$ cat src/rtl/gbc_vga_scanout.sv
// 160x144 RGB332 VRAM to 640x480@60 VGA scanout, x3 upscale, centred with a solid border.
// Optional GBC_VGA_SCANLINE_EN: half-intensity last sub-row of every scaled source row.
module gbc_vga_scanout #(
  parameter int H_VISIBLE = 640,
  parameter int H_FRONT   = 16,
  parameter int H_SYNC    = 96,
  parameter int H_BACK    = 48,
  parameter int V_VISIBLE = 480,
  parameter int V_FRONT   = 10,
  parameter int V_SYNC    = 2,
  parameter int V_BACK    = 33,
  parameter int SRC_W     = 160,
  parameter int SRC_H     = 144,
  parameter int SCALE     = 3,
  parameter logic [7:0] BORDER_COLOR = 8'h00
) (
  input  logic        i_clk,
  input  logic        i_rst,
  output logic [14:0] o_vramReadAddr,
  input  logic [7:0]  i_vramData,
  output logic        o_hsync,
  output logic        o_vsync,
  output logic [2:0]  o_red,
  output logic [2:0]  o_green,
  output logic [1:0]  o_blue,
  output logic        o_frameStart
);

  localparam int H_TOTAL = H_VISIBLE + H_FRONT + H_SYNC + H_BACK;
  localparam int V_TOTAL = V_VISIBLE + V_FRONT + V_SYNC + V_BACK;
  localparam int HOFF    = (H_VISIBLE - SRC_W * SCALE) / 2;
  localparam int VOFF    = (V_VISIBLE - SRC_H * SCALE) / 2;

  localparam logic [9:0]  H_LAST    = 10'(H_TOTAL - 1);
  localparam logic [9:0]  V_LAST    = 10'(V_TOTAL - 1);
  localparam logic [9:0]  H_VIS     = 10'(H_VISIBLE);
  localparam logic [9:0]  V_VIS     = 10'(V_VISIBLE);
  localparam logic [9:0]  HS_BEG    = 10'(H_VISIBLE + H_FRONT);
  localparam logic [9:0]  HS_END    = 10'(H_VISIBLE + H_FRONT + H_SYNC);
  localparam logic [9:0]  VS_BEG    = 10'(V_VISIBLE + V_FRONT);
  localparam logic [9:0]  VS_END    = 10'(V_VISIBLE + V_FRONT + V_SYNC);
  localparam logic [9:0]  WX_BEG    = 10'(HOFF);
  localparam logic [9:0]  WX_LAST   = 10'(HOFF + SRC_W * SCALE - 1);
  localparam logic [9:0]  WY_BEG    = 10'(VOFF);
  localparam logic [9:0]  WY_END    = 10'(VOFF + SRC_H * SCALE);
  localparam logic [1:0]  SUB_LAST  = 2'(SCALE - 1);
  localparam logic [14:0] LINE_STEP = 15'(SRC_W);

  logic [9:0]  r_hCount, r_vCount;
  logic [1:0]  r_xSub, r_ySub;
  logic [7:0]  r_srcX;
  logic [14:0] r_lineBase;
  logic        r_win1, r_vis1, r_hs1, r_vs1, r_fs1;
  logic        r_win2;
  logic [7:0]  r_fill2;
`ifdef GBC_VGA_SCANLINE_EN
  logic        r_scan1, r_scan2;
`endif

  logic        w_visible, w_window, w_hsync, w_vsync;
  logic [7:0]  w_pix, w_rgb;

  assign w_visible = (r_hCount < H_VIS) && (r_vCount < V_VIS);
  assign w_window  = (r_hCount >= WX_BEG) && (r_hCount <= WX_LAST) &&
                     (r_vCount >= WY_BEG) && (r_vCount < WY_END);
  assign w_hsync   = !((r_hCount >= HS_BEG) && (r_hCount < HS_END));
  assign w_vsync   = !((r_vCount >= VS_BEG) && (r_vCount < VS_END));

  always_ff @(posedge i_clk or posedge i_rst) begin
    if (i_rst) begin
      r_hCount       <= '0;
      r_vCount       <= '0;
      r_xSub         <= '0;
      r_ySub         <= '0;
      r_srcX         <= '0;
      r_lineBase     <= '0;
      o_vramReadAddr <= '0;
      r_win1         <= 1'b0;
      r_vis1         <= 1'b0;
      r_hs1          <= 1'b1;
      r_vs1          <= 1'b1;
      r_fs1          <= 1'b0;
      r_win2         <= 1'b0;
      r_fill2        <= '0;
      o_hsync        <= 1'b1;
      o_vsync        <= 1'b1;
      o_frameStart   <= 1'b0;
`ifdef GBC_VGA_SCANLINE_EN
      r_scan1        <= 1'b0;
      r_scan2        <= 1'b0;
`endif
    end else begin
      if (r_hCount == H_LAST) begin
        r_hCount <= '0;
        r_vCount <= (r_vCount == V_LAST) ? '0 : r_vCount + 10'd1;
      end else begin
        r_hCount <= r_hCount + 10'd1;
      end

      // x state idles at 0 outside the window so every window line starts at srcX=0
      if (w_window) begin
        if (r_xSub == SUB_LAST) begin
          r_xSub <= '0;
          r_srcX <= r_srcX + 8'd1;
        end else begin
          r_xSub <= r_xSub + 2'd1;
        end
      end else begin
        r_xSub <= '0;
        r_srcX <= '0;
      end

      if (r_vCount == '0) begin
        r_ySub     <= '0;
        r_lineBase <= '0;
      end else if (w_window && (r_hCount == WX_LAST)) begin
        if (r_ySub == SUB_LAST) begin
          r_ySub     <= '0;
          r_lineBase <= r_lineBase + LINE_STEP;
        end else begin
          r_ySub <= r_ySub + 2'd1;
        end
      end

      o_vramReadAddr <= w_window ? (r_lineBase + 15'(r_srcX)) : '0;

      r_win1 <= w_window;
      r_vis1 <= w_visible;
      r_hs1  <= w_hsync;
      r_vs1  <= w_vsync;
      r_fs1  <= (r_hCount == '0) && (r_vCount == '0);

      r_win2       <= r_win1;
      r_fill2      <= r_vis1 ? BORDER_COLOR : 8'h00;
      o_hsync      <= r_hs1;
      o_vsync      <= r_vs1;
      o_frameStart <= r_fs1;
`ifdef GBC_VGA_SCANLINE_EN
      r_scan1 <= w_window && (r_ySub == SUB_LAST);
      r_scan2 <= r_scan1;
`endif
    end
  end

  // The VRAM output register acts as the pixel register; only the select is ours.
  always_comb begin
    w_pix = i_vramData;
`ifdef GBC_VGA_SCANLINE_EN
    if (r_scan2) w_pix = {1'b0, i_vramData[7:6], 1'b0, i_vramData[4:3], 1'b0, i_vramData[1]};
`endif
    w_rgb = r_win2 ? w_pix : r_fill2;
  end

  assign o_red   = w_rgb[7:5];
  assign o_green = w_rgb[4:2];
  assign o_blue  = w_rgb[1:0];

endmodule

$ cat config.mk
export PLATFORM = sky130hd
export DESIGN_NAME = gbc_vga_scanout
export DESIGN_NICKNAME = d
export VERILOG_FILES = /design/src/rtl/gbc_vga_scanout.sv
export SDC_FILE = /design/constraint.sdc
export NUM_CORES = 1
export LEC_CHECK = 0
export ABC_AREA = 1
export CAP_MARGIN = 15
export CORE_ASPECT_RATIO = 0.9
export CORE_UTILIZATION = 45
export CTS_CLUSTER_DIAMETER = 200
export DETAILED_ROUTE_END_ITERATION = 16
export GPL_TIMING_DRIVEN = 0
export PLACE_DENSITY = 0.74
export SYNTH_ARGS = -nofsm -noshare
export SYNTH_HDL_FRONTEND = slang
export SYNTH_SLANG_ARGS = --single-unit
$ cat constraint.sdc
create_clock -name i_clk -period 3.4 [get_ports i_clk]
set_input_delay 1.02 -clock i_clk [delete_from_list [all_inputs] [get_ports i_clk]]
set_output_delay 1.02 -clock i_clk [all_outputs]
set_load 0.1 [all_outputs]
-- Word level (Yosys, flattened, before mapping)
Index checks and enable logic that the tools add are counted.
- $add $sub $neg: 7
- $lt $le $gt $ge: 8
- $mul: 0
- shift operators: 0
- bitwise gates (word level): 0
- div/mod/pow operators: 0
- reductions and logical operators: 14
- equal/unequal tests: 6
- multiplexer cells: 14
- operators by type and width (cell ; number):
    $mux 15 ; 4
    $eq 10x10->1 const B ; 3
    $mux 8 ; 3
    $add 10x1->10 const B ; 2
    $logic_not 10->1 ; 2
    $lt 10x9->1 const B ; 2
    $mux 10 ; 2
    $add 15x8->15 ; 1
    $add 15x8->15 const B ; 1
    $ge 10x10->1 const B ; 1
    $ge 10x5->1 const B ; 1
    $ge 10x7->1 const B ; 1
    $ge 10x9->1 const B ; 1
    $le 10x10->1 const B ; 1
    $lt 10x10->1 const B ; 1
    $mux 2 ; 5
    $add 8x1->8 const B ; 1
    $logic_and 1x1->1 ; 7
    $add 2x1->2 const B ; 2
    $eq 2x2->1 const B ; 2
    $reduce_bool 2->1 ; 2
    $logic_not 1->1 ; 2
    $ne 2x1->1 const B ; 1
    $reduce_and 2->1 ; 1
- output and inout bits: 26
- memories kept: 0
- logic and storage cells: 64
- register bits: 70
- input port bits: 10
- memory bits (writable): 0
- bits in latches: 0
- memory bits (read-only): 0

-- Logic depth before layout (Yosys ltp)
Gate-level depths: netlist of the first run.
- depth after elaboration: 7
- depth in mapped cells: 11
- mapped depth without buffers: 11

-- Least setup slack after synthesis of the first run
Ideal clock, no wire load.
- path kind: input-to-output
- from: input i_vramData[0]
- to: output o_blue[0]
- arrival: 1.655 ns
- buffers on the path: 0
- data required time: 2.380 ns
- cell stages on the path: 2
- setup slack: 0.725 ns
- path through: nand2_1 > inv_1
- word-level cells in the longest chain between the ends: 1
- ends and longest elaborated chain (what ; RTL line ; source):
    from (decl) ; 20 ; input logic [7:0] i_vramData,
    $mux 8 ; 151 ; w_rgb = r_win2 ? w_pix : r_fill2;
    to (decl) ; 25 ; output logic [1:0] o_blue,
No other way between the ends.

-- Final worst setup path of the first run
Same ends and word-level chain as after synthesis.

==> results of run 1 <==
-- through the flow --
stage	setup slack, ns	setup TNS [ns]
after detailed placement	-0.376	-2.74
final	0.216	0
after CTS	0.204	0
after global routing	0.159	0
after global placement	-0.367	-21.72
after floorplan	0.725	0
-- cells in the mapped netlist, drive strengths merged --
cell	number	area, µm²
nand2	99	387
nor2	72	290
inv	70	263
dfrtp	61	1530
nand3	32	200
nor3	19	110
xor2	18	158
o21ai	14	77.6
a21oi	12	60.1
ha	10	125
buf	5	47.5
nand4	5	31.3
dfstp	4	105
a2bb2oi	1	8.76
a31oi	1	6.26
clkbuf	1	3.75
clkinv	1	3.75
conb	1	3.75
nor3b	1	7.51
nor4	1	6.26
or2	1	6.26
xnor2	1	8.76
-- path summary, 6_finish.rpt --
check,start,to,cells past startpoint
worst max-delay path,i_vramData[0],o_blue[0],4
worst min-delay path,r_fs1,o_frameStart,0
worst min register to register,r_fs1,o_frameStart,0
worst max register to register,r_srcX[6],o_vramReadAddr[12],9
max in group asynchronous,i_rst,r_vs1,3
min in group asynchronous,i_rst,o_vramReadAddr[1],2
-- metal layers --
layer | part of all wire (%) | up-vias | track usage (%)
li1 | - | 1423 | -
met1 | 44 | 1310 | 22.9
met2 | 48 | 76 | 31.3
met3 | 6.2 | 10 | 5.20
met4 | 1.7 | 0 | 7.41
met5 | 0 | - | 0
-- critical path: cells and delay by family --
family        cells  cell delay, ns
buf+inv           3            1.08
simple gates      1            0.06
-- state kept, by name, indices dropped and copies added (netlist names), 2 cells and up --
name	flops
r_lineBase	10
r_ySub	2
r_xSub	2
r_hCount	10
o_vramReadAddr	15
r_vCount	10
r_srcX	8
-- cell usage in the layout (no fill, tap or decap), drive strengths merged --
| cell type | count |
|---|---|
| inv | 71 |
| conb | 1 |
| ha | 10 |
| dfstp | 4 |
| nor3 | 19 |
| nand2 | 99 |
| dfrtp | 61 |
| nor3b | 1 |
| nor4 | 1 |
| a21oi | 12 |
| xnor2 | 1 |
| or2 | 1 |
| clkinv | 4 |
| clkbuf | 11 |
| buf | 6 |
| a31oi | 1 |
| clkdlybuf4s15 | 8 |
| clkdlybuf4s50 | 27 |
| nor2 | 72 |
| nand4 | 5 |
| a2bb2oi | 1 |
| xor2 | 18 |
| o21ai | 14 |
| nand3 | 32 |
| bufinv | 2 |
-- power groups by stage --
stage	clock network, W	logic [W]	registers [W]
6_report	0.000726	0.0000284	0.000773
5_1_grt	0.000782	0.0000331	0.000773
3_5_place_dp	0	0.0000300	0.000788
2_1_floorplan	0	0.0000118	0.000788
4_1_cts	0.000743	0.0000301	0.000773
3_3_place_gp	0	0.0000266	0.000788
-- logic make-up (layout without fill, tap and decap cells) --
family	Yosys count	count (layout)	share of synthesized area [%]
adders and majority gates	10	10	3.64
AOI/OAI and AO/OA	28	28	4.44
and+or+nand+nor	230	230	30.2
xor gates and xnor gates	19	19	4.84
buffers and inverters	77	129	9.25
DFF	65	65	47.5
other	1	1	0.109
-- area by class of cell --
class	count	area share, %
plain buffers	6	1.24
inverters	71	6.42
repair buffers	36	9.16
flip-flops and latches	65	39.3
multi-input cells	288	35.8
well taps	93	2.80
clock inverters	6	2.20
clock buffers	10	3.07
==> reports/summary.txt, run 1 <==
PwrDens: 368 nW/µm²
PnR Total Power: 0.00153 W
Worst setup EP type: output pin
WP data arrival: 2.16 ns
WL final: 6610 µm
Layout area overhead: 20.8%
Clock Latency Late Sink: 0.34 ns
Top Ports: 36
GPL Wtd Cong: 0.852
Psw: 0.000326 W
WL per Instance: 11.5 µm
clk_skew: 0.0102 ns
# Post-CTS Setup Buffers: 0
clock network power share: 47.6%
DP Area: 3920 µm²
flop-to-flop setup slack: 1.64 ns
dpl hpwl: 4860 µm
Seq. cell area: 1630 µm²
CTS clk-pin slew, worst paths: 0.07 ns
sequential power share: 50.6%
Max Cap Viol: 0
CTS hold repair buffers: 0
Required @ worst endpoint: 2.38 ns
crit-path cells: clkdlybuf4s50_1 > nand2_1 > inv_1 > clkdlybuf4s15_2
crit path max-delay cell type: clkdlybuf4s15_2
Hold WS: 0.351 ns
Pleak: 2.07 nW
unrepaired setup endpoints after global routing: false
Slew @ Worst Pin: 0.973 ns
die height: 84.9 µm
Multi-input gate area: 1490 µm²
Bufs on Longest Clock Path: 2
fin crit share: 93.6%
grt ovf: 0
Hold Path Class: reg -> reg
Combinational Power Share: 1.9%
status: finished clean
full die area: 7990 µm²
critical path peak fanout: 1
Layout Cells excl Fill: 575
largest net degree at the start of global routing: 44
Fill cells: 634
fmax: 0.314 GHz
clock tree sinks: 65
final hold vios: 0
Setup CP Type: in -> out
global-route wire length before repair: 11700 µm
Setup-failing EPs final: 0
ANT nets after route: 0
Post-Layout Inst Area: 4150 µm²
Final Critical Period: 3.18 ns
Syn Area/Cell: 7.99 µm²
Synth cell types: 33
Cells after DPL: 559
I/O Buffers: 35
total track usage: 18.7%
CTS tree: yes
die width: 94.1 µm
Inserted Clock Buffers: 9
final core utilization: 57.5%
Mapped Nets: 450
DR vias: 2819
switching portion of total power: 21.4%
fraction of layout cells with a size suffix above 1: 12.0%
IR drop worst, VDD: 0.192 mV
YS warnings: 0
area of the core: 7220 µm²
vias in the first global route: 2676
biggest cell delay along the critical path: 0.54 ns
row cnt: 29
synthesized flop and latch total: 65
sequential element share of the synthesized area: 47.5%
Iteration-0 DRC Markers: 191
synthesized area: 3440 µm²
net count reported at finish: 497
initial cell density of the core: 47.6%
initial antenna violation count: 0
DR vias/cell: 4.90
# diodes: 0
P_int: 0.00120 W
CTS H-tree depth: 3
startpoint types: input pin
router iterations before antenna repair: 5
# DRC: 0
max_slew headroom: 34.9%
Max Slew Vio Count: 0
Syn Inst Count: 430
Root Buffer: clkbuf_8
Gates resized, CTS repair: 24
Power figures use the tool's default switching activity.
==> run 2: changes to the inputs <==
CTS_BUF_LIST = sky130_fd_sc_hd__clkbuf_8   (was unset)
DONT_BUFFER_PORTS = 1   (was unset)
PLACE_DENSITY = 0.68   (was 0.74)
==> run 2 against run 1 <==
Compared with the run above: first-iteration DRC count down 46%; register-to-register slack is essentially flat; hold slack improved by 0.0053 ns; fmax rose by 18%; largest power group unchanged; highest routed layer unchanged.
==> reports/summary.txt, run 2 (same netlist as run 1, synthesis figures left out) <==
Gates resized, CTS repair: 0 (-100%)
GPL Wtd Cong: 0.849 (-0.29%)
setup ws final: 0.712 ns (+0.496 ns)
crit path max-delay cell type: inv_1
unrepaired setup endpoints after global routing: false
Final Critical Period: 2.69 ns (-0.496 ns)
Setup CP Type: in -> out
startpoint types: input pin
clock tree sinks: 65 (unchanged)
R2R Path Start: r_lineBase[6]
total track usage: 18.5% (-0.26 points)
max_slew headroom: 40.7% (+5.8 points)
initial antenna violation count: 0 (unchanged)
status: finished clean
dpl hpwl: 4730 µm (-2.6%)
# Post-CTS Setup Buffers: 0 (unchanged)
area of the core: 7220 µm² (unchanged)
CTS clk-pin slew, worst paths: 0.07 ns (about the same)
critical path launch point: i_vramData[6]
CP top delay family: buffers and inverters
grt met2 use: 28.6% (-2.7 points)
fmax: 0.372 GHz (+18%)
DR vias/cell: 4.99 (+1.7%)
Inserted Clock Buffers: 9 (unchanged)
Total Neg Setup Slack: 0 ns (unchanged)
PnR Total Power: 0.00142 W (-7.2%)
PwrDens: 377 nW/µm² (+2.5%)
DR vias: 2692 (-4.5%)
WP buf/inv: 1 (-2)
full die area: 7990 µm² (unchanged)
I/O Buffers: 0 (-100%)
Iteration-0 DRC Markers: 104 (-46%)
Bufs on Longest Clock Path: 2 (unchanged)
CTS H-tree depth: 3 (unchanged)
Pleak: 1.94 nW (-6.2%)
Slew @ Worst Pin: 0.890 ns (-0.0831 ns)
grt ovf: 0 (unchanged)
P_int: 0.00112 W (-6.4%)
most frequent cells in the layout: nand2_1 (97), inv_1 (66), nor2_1 (66), dfrtp_1 (61), nand3_1 (27)
Psw: 0.000294 W (-9.9%)
Clock Latency Late Sink: 0.34 ns (about the same)
net count reported at finish: 462 (-7.0%)
vias in the first global route: 2551 (-4.7%)
CTS hold repair buffers: 0 (unchanged)
grt met1 use: 24.9% (+2.0 points)
Hold WS: 0.356 ns (+0.00535 ns)
ANT nets after route: 0 (unchanged)
sequential power share: 54.5% (+3.9 points)
crit-path cells: nand2_1 > inv_1
CTS tree: yes
# DRC: 0 (unchanged)
router iterations before antenna repair: 4 (-1)
global-route wire length before repair: 11400 µm (-2.3%)
IR drop worst, VDD: 0.165 mV (-14%)
Hold Path Class: reg -> reg
Top Ports: 36 (unchanged)
fraction of layout cells with a size suffix above 1: 10.7% (-1.3 points)
initial cell density of the core: 47.6% (unchanged)
final hold vios: 0 (unchanged)
Combinational Power Share: 1.2% (-0.7 points)
biggest cell delay along the critical path: 0.61 ns (+0.07 ns)
clk_skew: 0.00781 ns (-0.00243 ns)
commonest non-fill, non-tap cell in the layout: nand2_1
row cnt: 29 (unchanged)
switching portion of total power: 20.7% (-0.64 points)
die width: 94.1 µm (unchanged)
critical path peak fanout: 1 (unchanged)
Max Slew Vio Count: 0 (unchanged)
clock network power share: 44.2% (-3.4 points)
Required @ worst endpoint: 2.38 ns (about the same)
Root Buffer: clkbuf_8
WL per Instance: 11.9 µm (+3.8%)
flop-to-flop setup slack: 1.63 ns (about the same)
Layout area overhead: 9.47%
WP data arrival: 1.67 ns (-0.49 ns)
hold_sp: r_vs1
Setup-failing EPs final: 0 (unchanged)
die height: 84.9 µm (unchanged)
WL final: 6440 µm (-2.5%)
Max Cap Viol: 0 (unchanged)
Biggest register: o_vramReadAddr
largest net degree at the start of global routing: 42 (-4.5%)
max reg flops: 15 (unchanged)
fin crit share: 79.1% (-15 points)
Post-Place Worst Slack: 0.707 ns (+1.08 ns)
met3 Use GR: 3.14% (-2.1 points)
GRT Max-Usage Layer: met2
Worst setup EP type: output pin
# diodes: 0 (unchanged)
[run 2: changes by cell type in the layout (fill, tap and decap cells not counted), sizes merged]
cell           previous run  this run
bufinv                    2         1
clkdlybuf4s15             8         0
clkdlybuf4s50            27         0
clkinv                    4         3
inv                      71        73
[run 2: worst paths after layout]
path,end,depth (start not counted)
min reg2reg,o_vsync,0
min,o_vsync,0
min in group asynchronous,o_frameStart,1
max,o_red[1],2
max reg2reg,o_vramReadAddr[14],7
max in group asynchronous,r_hs1,2
[run 2: through the flow]
step	std cells	instance area [µm²]	util (%)
after global routing	540	3760	52.1
after floorplan	430	3440	-
after global placement	523	3550	49.2
final	540	3760	52.1
after detailed placement	524	3570	49.5
after CTS	540	3760	52.1
[run 2: layer usage]
metal | vias up | share of wire, %
met5 | - | 0
met4 | 0 | 2.0
met3 | 12 | 5.0
met2 | 86 | 44
met1 | 1238 | 49
li1 | 1356 | -
[run 2: area by class of cell]
cell class / instances / area (µm²)
clock buffers: 10 / 138
multi-input cells: 288 / 1490
inverters: 71 / 267
flip-flops and latches: 65 / 1630
fillers: 678 / 3460
clock inverters: 6 / 51.3
well taps: 93 / 116
repair buffers: 1 / 20.0
plain buffers: 6 / 51.3
[run 2: power by group through the flow]
| stage | clock [W] | combinational [W] | sequential [W] |
|---|---|---|---|
| finish | 0.000627 | 0.0000176 | 0.000774 |
| global route | 0.000679 | 0.0000215 | 0.000773 |
| CTS | 0.000642 | 0.0000192 | 0.000773 |
| detailed placement | 0 | 0.0000191 | 0.000788 |
| global placement | 0 | 0.0000159 | 0.000788 |
| floorplan | 0 | 0.0000118 | 0.000788 |
